File: src/rtl/wr_ptr_full_ctrl_pkg.sv
// Shared FIFO package: default sizing and Gray/binary conversion helpers.
// The read-side empty controller imports the same package so both domains
// agree on pointer width and Gray encoding.
package wr_ptr_full_ctrl_pkg;

    // Default address width; FIFO depth is 2**ADD_WIDTH.
    localparam int DEFAULT_ADD_WIDTH = 3;

    // Pointers carry one extra wrap bit beyond the address.
    localparam int PTR_WIDTH = DEFAULT_ADD_WIDTH + 1;

    // Widest pointer the helper functions handle.
    localparam int MAX_PTR_WIDTH = 32;

    typedef logic [MAX_PTR_WIDTH-1:0] ptr_word_t;

    // Pointer width for a given address width.
    function automatic int ptr_width(input int add_width);
        return add_width + 1;
    endfunction

    // Mask keeping only the low 'width' bits of a pointer word.
    function automatic ptr_word_t width_mask(input int width);
        ptr_word_t m;
        m = '0;
        for (int i = 0; i < MAX_PTR_WIDTH; i++) begin
            if (i < width) begin
                m[i] = 1'b1;
            end
        end
        return m;
    endfunction

    // Binary to Gray over the low 'width' bits.
    function automatic ptr_word_t bin2gray(input ptr_word_t bin, input int width);
        ptr_word_t b;
        b = bin & width_mask(width);
        return b ^ (b >> 1);
    endfunction

    // Gray to binary over the low 'width' bits: each binary bit is the XOR
    // of all Gray bits at or above it.
    function automatic ptr_word_t gray2bin(input ptr_word_t gray, input int width);
        ptr_word_t g;
        ptr_word_t b;
        g = gray & width_mask(width);
        b = g;
        for (int i = 1; i < MAX_PTR_WIDTH; i++) begin
            b = b ^ (g >> i);
        end
        return b;
    endfunction

endpackage

File: src/rtl/wr_ptr_full_ctrl_gray2bin_dec.sv
// Combinational XOR-prefix decoder turning the synchronized Gray read
// pointer back into binary so the writer can compute occupancy.
module gray2bin_dec
    import wr_ptr_full_ctrl_pkg::*;
#(
    parameter int WIDTH = PTR_WIDTH
) (
    input  logic [WIDTH-1:0] gray,
    output logic [WIDTH-1:0] bin
);

    // Decode through the shared package helper so both domains match.
    always_comb begin
        bin = WIDTH'(gray2bin(MAX_PTR_WIDTH'(gray), WIDTH));
    end

endmodule

File: src/rtl/wr_ptr_full_ctrl.sv
// Write-side pointer and full-flag controller of the asynchronous FIFO.
// Everything here runs on wr_clk; the read pointer arrives already
// synchronized, and the Gray write pointer leaves registered so only one
// bit changes per clock on its way to the read domain.
module wr_ptr_full_ctrl
    import wr_ptr_full_ctrl_pkg::*;
#(
    parameter int ADD_WIDTH = DEFAULT_ADD_WIDTH,
    parameter int AFULL_LVL = 6
) (
    input  logic                 wr_clk,
    input  logic                 wr_rst,
    input  logic                 wr_en,
    input  logic [ADD_WIDTH:0]   rd_ptr_gray_sync,
    output logic                 wr_accept,
    output logic [ADD_WIDTH-1:0] wr_addr,
    output logic [ADD_WIDTH:0]   wr_ptr_gray,
    output logic                 wr_full,
    output logic                 wr_almost_full,
    output logic [ADD_WIDTH:0]   wr_level,
    output logic                 wr_overflow
);

    localparam int PW = ADD_WIDTH + 1;

    logic [PW-1:0] wbin;
    logic [PW-1:0] wbin_next;
    logic [PW-1:0] wgray_next;
    logic [PW-1:0] rbin;
    logic [PW-1:0] full_pattern;
    logic [PW-1:0] level_next;
    logic          full_next;
    logic          almost_full_next;

    gray2bin_dec #(
        .WIDTH(PW)
    ) u_rd_dec (
        .gray(rd_ptr_gray_sync),
        .bin (rbin)
    );

    assign wr_addr = wbin[ADD_WIDTH-1:0];

    // Next-pointer, full and occupancy computation for the coming edge.
    always_comb begin
        wr_accept        = wr_en & ~wr_full & wr_rst;
        wbin_next        = wbin + {{(PW-1){1'b0}}, wr_accept};
        wgray_next       = PW'(bin2gray(MAX_PTR_WIDTH'(wbin_next), PW));
        full_pattern     = {~rd_ptr_gray_sync[PW-1:PW-2], rd_ptr_gray_sync[PW-3:0]};
        full_next        = (wgray_next == full_pattern);
        level_next       = wbin_next - rbin;
        almost_full_next = (level_next >= PW'(AFULL_LVL));
    end

    // Pointer and status registers; a write while full leaves pointers
    // untouched and latches the sticky overflow flag.
    always_ff @(posedge wr_clk or negedge wr_rst) begin
        if (!wr_rst) begin
            wbin           <= '0;
            wr_ptr_gray    <= '0;
            wr_full        <= 1'b0;
            wr_almost_full <= 1'b0;
            wr_level       <= '0;
            wr_overflow    <= 1'b0;
        end else begin
            wbin           <= wbin_next;
            wr_ptr_gray    <= wgray_next;
            wr_full        <= full_next;
            wr_almost_full <= almost_full_next;
            wr_level       <= level_next;
            if (wr_en && wr_full) begin
                wr_overflow <= 1'b1;
            end
        end
    end

endmodule

File: config.mk
export PLATFORM = sky130hd
export DESIGN_NAME = wr_ptr_full_ctrl
export DESIGN_NICKNAME = d
export VERILOG_FILES = /design/src/rtl/wr_ptr_full_ctrl_pkg.sv /design/src/rtl/wr_ptr_full_ctrl_gray2bin_dec.sv /design/src/rtl/wr_ptr_full_ctrl.sv
export SDC_FILE = /design/constraint.sdc
export NUM_CORES = 1
export LEC_CHECK = 0
export ABC_CLOCK_PERIOD_IN_PS = 2300
export CAP_MARGIN = 15
export CORE_MARGIN = 3
export CORE_UTILIZATION = 46
export CTS_BUF_LIST = sky130_fd_sc_hd__clkbuf_4
export CTS_CLUSTER_SIZE = 8
export DETAILED_ROUTE_END_ITERATION = 10
export GPL_ROUTABILITY_DRIVEN = 0
export PLACE_DENSITY = 0.8
export SLEW_MARGIN = 5
export SYNTH_ARGS = -nofsm -noshare
export SYNTH_HDL_FRONTEND = slang
export SYNTH_SLANG_ARGS = --single-unit
File: constraint.sdc
create_clock -name wr_clk -period 2.3 [get_ports wr_clk]
set_clock_uncertainty 0.05 [all_clocks]
set_input_delay 0.345 -clock wr_clk [delete_from_list [all_inputs] [get_ports wr_clk]]
set_output_delay 0.345 -clock wr_clk [all_outputs]
set_load 0.05 [all_outputs]
; ---- Yosys cells after proc, flatten, opt, wreduce, memory -nomap -nowiden
; Index checks and enable logic that the tools add are counted.
[word_totals]
ff_bits = 15
out_inout_bits = 15
inputBits = 7
wordCells = 19
[op_classes]
add_sub_neg = 2
order_cmp = 1
n_bitwise = 8
n_eq_ne = 1
n_reduce_logical = 1
[ops]
columns = operator, n
row1 = 4-bit by 3-bit bitwise XOR with 4-bit output, 2
row2 = 4-bit by 1-bit adder with 4-bit output, 1
row3 = 4-bit == test, 1
row4 = "4-bit by 3-bit >= comparator with 1-bit output, second input constant", 1
row5 = 4-bit subtractor, 1
row6 = 4-bit by 1-bit bitwise XOR with 4-bit output, 1
row7 = 4-bit by 2-bit bitwise XOR with 4-bit output, 1
row8 = 1-bit bitwise AND, 2
row9 = 2-bit inverter, 1
row10 = 1-bit logical AND, 1
row11 = 1-bit inverter, 1

; ---- Logic depth before layout (Yosys ltp)
[depth]
ltp_word = 6
ltp_mapped = 8
ltp_nobuf = 8

; ---- Hierarchy
; Synthesis repeated with hierarchy kept, for this count alone.
[unflattened]
hier_cells = 66
area_unflattened_um2 = 768.2
[by_module_without_submodules]
columns = mod, area_each_um2, n_inst, seq_area_each_um2, cells_per_inst
row1 = wr_ptr_full_ctrl, 718.2, 1, 350.3, 61
row2 = gray2bin_dec, 50.0, 1, 0.0, 5

; ---- Least setup slack after synthesis
; No wires, ideal clock.
[synth_path]
path_type = register -> register
start = register wr_full
end = register wr_almost_full
n_path_buf = 0
setup_time_ns = 0.127
t_required_ns = 2.123
setup_slack_ns = -0.422
path_stages_with_launch = 9
arrival_time_ns = 2.545
path_cell_list = dfrtp_1 -> and3b_1 -> ha_1 -> ha_1 -> ha_1 -> nor2b_1 -> o21ai_0 -> a21oi_1 -> nand3b_1
[synth_via]
elab_chain_cells = 6
[synth_lines]
columns = item, line
row1 = from (decl), wr_ptr_full_ctrl.sv:18  ; output logic wr_full,
row2 = from (signal assigned), wr_ptr_full_ctrl.sv:68  ; wr_full <= full_next;
row3 = 1-bit inverter, wr_ptr_full_ctrl.sv:46  ; wr_accept = wr_en & ~wr_full & wr_rst;
row4 = 1-bit bitwise AND (2 in a row), wr_ptr_full_ctrl.sv:46
row5 = via wr_accept, wr_ptr_full_ctrl.sv:15  ; output logic wr_accept,
row6 = 4-bit by 1-bit adder with 4-bit output, wr_ptr_full_ctrl.sv:47  ; wbin_next = wbin + {{(PW-1){1'b0}}, wr_accept};
row7 = via wbin_next[1], wr_ptr_full_ctrl.sv:27  ; logic [PW-1:0] wbin_next;
row8 = 4-bit subtractor, wr_ptr_full_ctrl.sv:51  ; level_next = wbin_next - rbin;
row9 = 4-bit by 3-bit >= comparator with 1-bit output, wr_ptr_full_ctrl.sv:52  ; almost_full_next = (level_next >= PW'(AFULL_LVL));
row10 = via almost_full_next, wr_ptr_full_ctrl.sv:33  ; logic almost_full_next;
row11 = to (signal assigned), wr_ptr_full_ctrl.sv:69  ; wr_almost_full <= almost_full_next;
row12 = to (decl), wr_ptr_full_ctrl.sv:19  ; output logic wr_almost_full,
; The timed path passes the listed nets, and every way through them passes these cells.
; A chain may end at the register's enable or synchronous reset.

; ---- Worst setup path after layout
[layout_path]
start = input wr_en
end = register wr_almost_full
[layout_via]
elab_chain_cells = 5
[layout_lines]
columns = item, line
row1 = from (decl), wr_ptr_full_ctrl.sv:13  ; input logic wr_en,
row2 = 1-bit bitwise AND (2 in a row), wr_ptr_full_ctrl.sv:46
row3 = 4-bit by 1-bit adder with 4-bit output, wr_ptr_full_ctrl.sv:47
row4 = via wbin_next[2], wr_ptr_full_ctrl.sv:27
row5 = 4-bit subtractor, wr_ptr_full_ctrl.sv:51
row6 = 4-bit by 3-bit >= comparator with 1-bit output, wr_ptr_full_ctrl.sv:52
row7 = via almost_full_next, wr_ptr_full_ctrl.sv:33
; The timed path passes the listed nets, and every way through them passes these cells.

==> summary.txt <==
Yosys
  – Yosys top cell area share: 0.511
  – Area leader, netlist: dfrtp_1
  – Post-synthesis sequential area ratio: 0.511
  – FFs w/ async S/R, synth: 1.00
  – Post-synth EDFFs: 0
  – Post-Synth Adder-Cell Area: 0.120
  – Mux cell area share after synthesis: 0
  – Xor/xnor cell area share of the yosys netlist: 0.203
  – Synthesis-stage register bit count: 14
  – Synth Area in Compound Gates: 0.0547
  – Net Count, Synth: 68
  – Main combinational cell family by area after synthesis: XOR/XNOR gates
  – Netlist cell types: 19
  – Post-Syn Area: 686 um2
  – Most frequent cell after synthesis: dfrtp_1
  – Synth Area in Simple Gates: 0.0785
  – Post-synth top cells: dfrtp_1, xnor2_1, inv_1
  – Mapped Cells: 55
  – Mean Syn Cell Area: 12.5 um2
  – Dominant synthesized flop cell: dfrtp_1
  – Synth top area cells: dfrtp_1, xnor2_1, ha_1
  – Yosys Warn Count: 0

Timing
  – Rel. slew slack: 0.652
  – Final WS setup: 0.142 ns
  – Period Utilization, post-route: 0.938
  – Slew @ Worst Pin: 0.520 ns
  – Final min period: 2.16 ns
  – Max-slew violations: 0
  – Setup violators final: 0
  – Max Freq: 463 MHz
  – Hold_ws: 0.362 ns
  – RSZ-0062 raised after global routing: no
  – Final hold viol count: 0

Clocking
  – H-tree Lvls: 1
  – Cts bufs inserted: 3
  – Number of hold buffers added after CTS: 0
  – Reg clk slew, reported paths: 0.08 ns
  – Worst skew pair latency: 0.28 ns
  – CTS tree: done
  – Clock Sinks: 14
  – CTS max path bufs: 2
  – CTS root buf: clkbuf_4

Routing
  – Vias/cell: 4.85
  – Residual DRC: 0
  – Routed len/inst: 13.2 um
  – 1st-iter DRT viols: 7
  – Routed via count: 519
  – Antenna-violating nets left: 0
  – First-pass iteration count of the detailed router: 2
  – Final WL: 1410 um

Status
  – Outcome: complete, no violations

Floorplanning
  – Core area: 0.00135 mm2
  – Starting density of the core: 0.508
  – I/O pin count: 22
  – Core Rows: 13
  – Die area: 0.00199 mm2
  – Die Wd: 44.6 um
  – Die span in y: 44.6 um

Placed design
  – Post-place setup slack: -0.185 ns
  – DP Cell Count: 103
  – HPWL after DPL: 1160 um
  – Cell Area, Placed: 0.00104 mm2
  – IO buf count: 21

Final layout
  – Share of cells above drive strength 1: 0.261
  – Final #Nets: 106
  – Synthesis-to-layout area growth: 58.4%
  – FILL cells: 75
  – Multi-input gate area: 357 um2
  – Antenna Diode Count: 0
  – Sequential Area: 352 um2
  – Post-Layout Cell Count: 107
  – Non-Filler Cell Area, Final: 0.00109 mm2

Critical path
  – FF-to-FF Start: wr_full
  – CP Max Fanout: 4
  – Critical Path AT: 2.28 ns
  – Worst Setup Start Kind: input port
  – Worst Setup SP: wr_en
  – Crit end category: flip-flop
  – Worst path required time: 2.42 ns
  – WS Path Type: input port to flip-flop

Worst hold path
  – Hold Path Class: input port to async pin

GRT
  – Largest net degree at the start of global routing: 15
  – First-pass GRT wire length: 2220 um
  – Vias in the first global route: 502
  – Congestion Overflow GR: 0
  – GRT Total Usage: 0.164
  – Initial antenna violation count: 0

Flow run
  – MaxCap Viol Count: 0
## cell type report
| type | count | share of cell area |
|---|---|---|
| multi-input cells | 35 | 0.328 |
| flip-flops and latches | 14 | 0.324 |
| repair buffers | 33 | 0.286 |
| clock buffers | 3 | 0.0207 |
| inverters | 6 | 0.0207 |
| well taps | 15 | 0.0173 |
| clock inverters | 1 | 0.00346 |
## worst max-delay path, stage by stage
cell,delay [ns]
clkdlybuf4s50_1,0.49
and3b_4,0.23
ha_4,0.16
ha_4,0.14
xor2_2,0.22
ha_1,0.30
o21ai_1,0.12
a21oi_1,0.10
nand3b_1,0.17
## metal layers
metal  GRT usage  wire [um]  vias up
met5           0          0        -
met4      0.0904         39        0
met3      0.0610         81        4
met2       0.249        702       15
met1       0.200        591      251
li1            -          -      249
## layout by cell type (no fill, tap or decap), types with 2 or more instances in the layout
cell type and n:
buf_4 12, clkbuf_4 3, clkdlybuf4s50_1 20, dfrtp_1 13, ha_1 3, ha_4 2
inv_1 6, nand3_1 3, xnor2_1 9, xor2_1 3, xor2_2 2
## kinds of logic after synthesis
group | count (synthesis)
adders and majority gates | 6
AOI/OAI and AO/OA | 5
xor gates and xnor gates | 15
and+or+nand+nor | 9
buffers and inverters | 6
DFF | 14
## final timing paths
check,endpoint,slack [ns],cells after the start
max,wr_almost_full,0.14,9
min in group wr_clk,wr_overflow,0.42,1
min reg2reg,wr_overflow,0.42,1
max in group asynchronous,wr_full,1.66,2
min,wr_ptr_gray[0],0.36,2
max reg2reg,wr_almost_full,0.19,8
## timing repair
item                       4_1_cts  5_1_grt
setup endpoints to repair        0        1
hold endpoints to repair         0        0
resized for setup                0        2
buffers inserted                 0        0
## stage by stage
stage	TNS [ns]	utilization
finish	0	0.804
global placement	-0.519	0.774
global route	0	0.804
CTS	0	0.793
detailed placement	-0.637	0.774
floorplan	-0.00206	-
## state kept, by name, indices dropped and copies added (netlist names)
signal / flops
wbin: 4
wr_level: 4
wr_almost_full: 1
wr_ptr_gray: 3
wr_overflow: 1
wr_full: 1
Power is not shown: default switching activity piles up to over one toggle a cycle in this logic, so the estimate is an artifact.
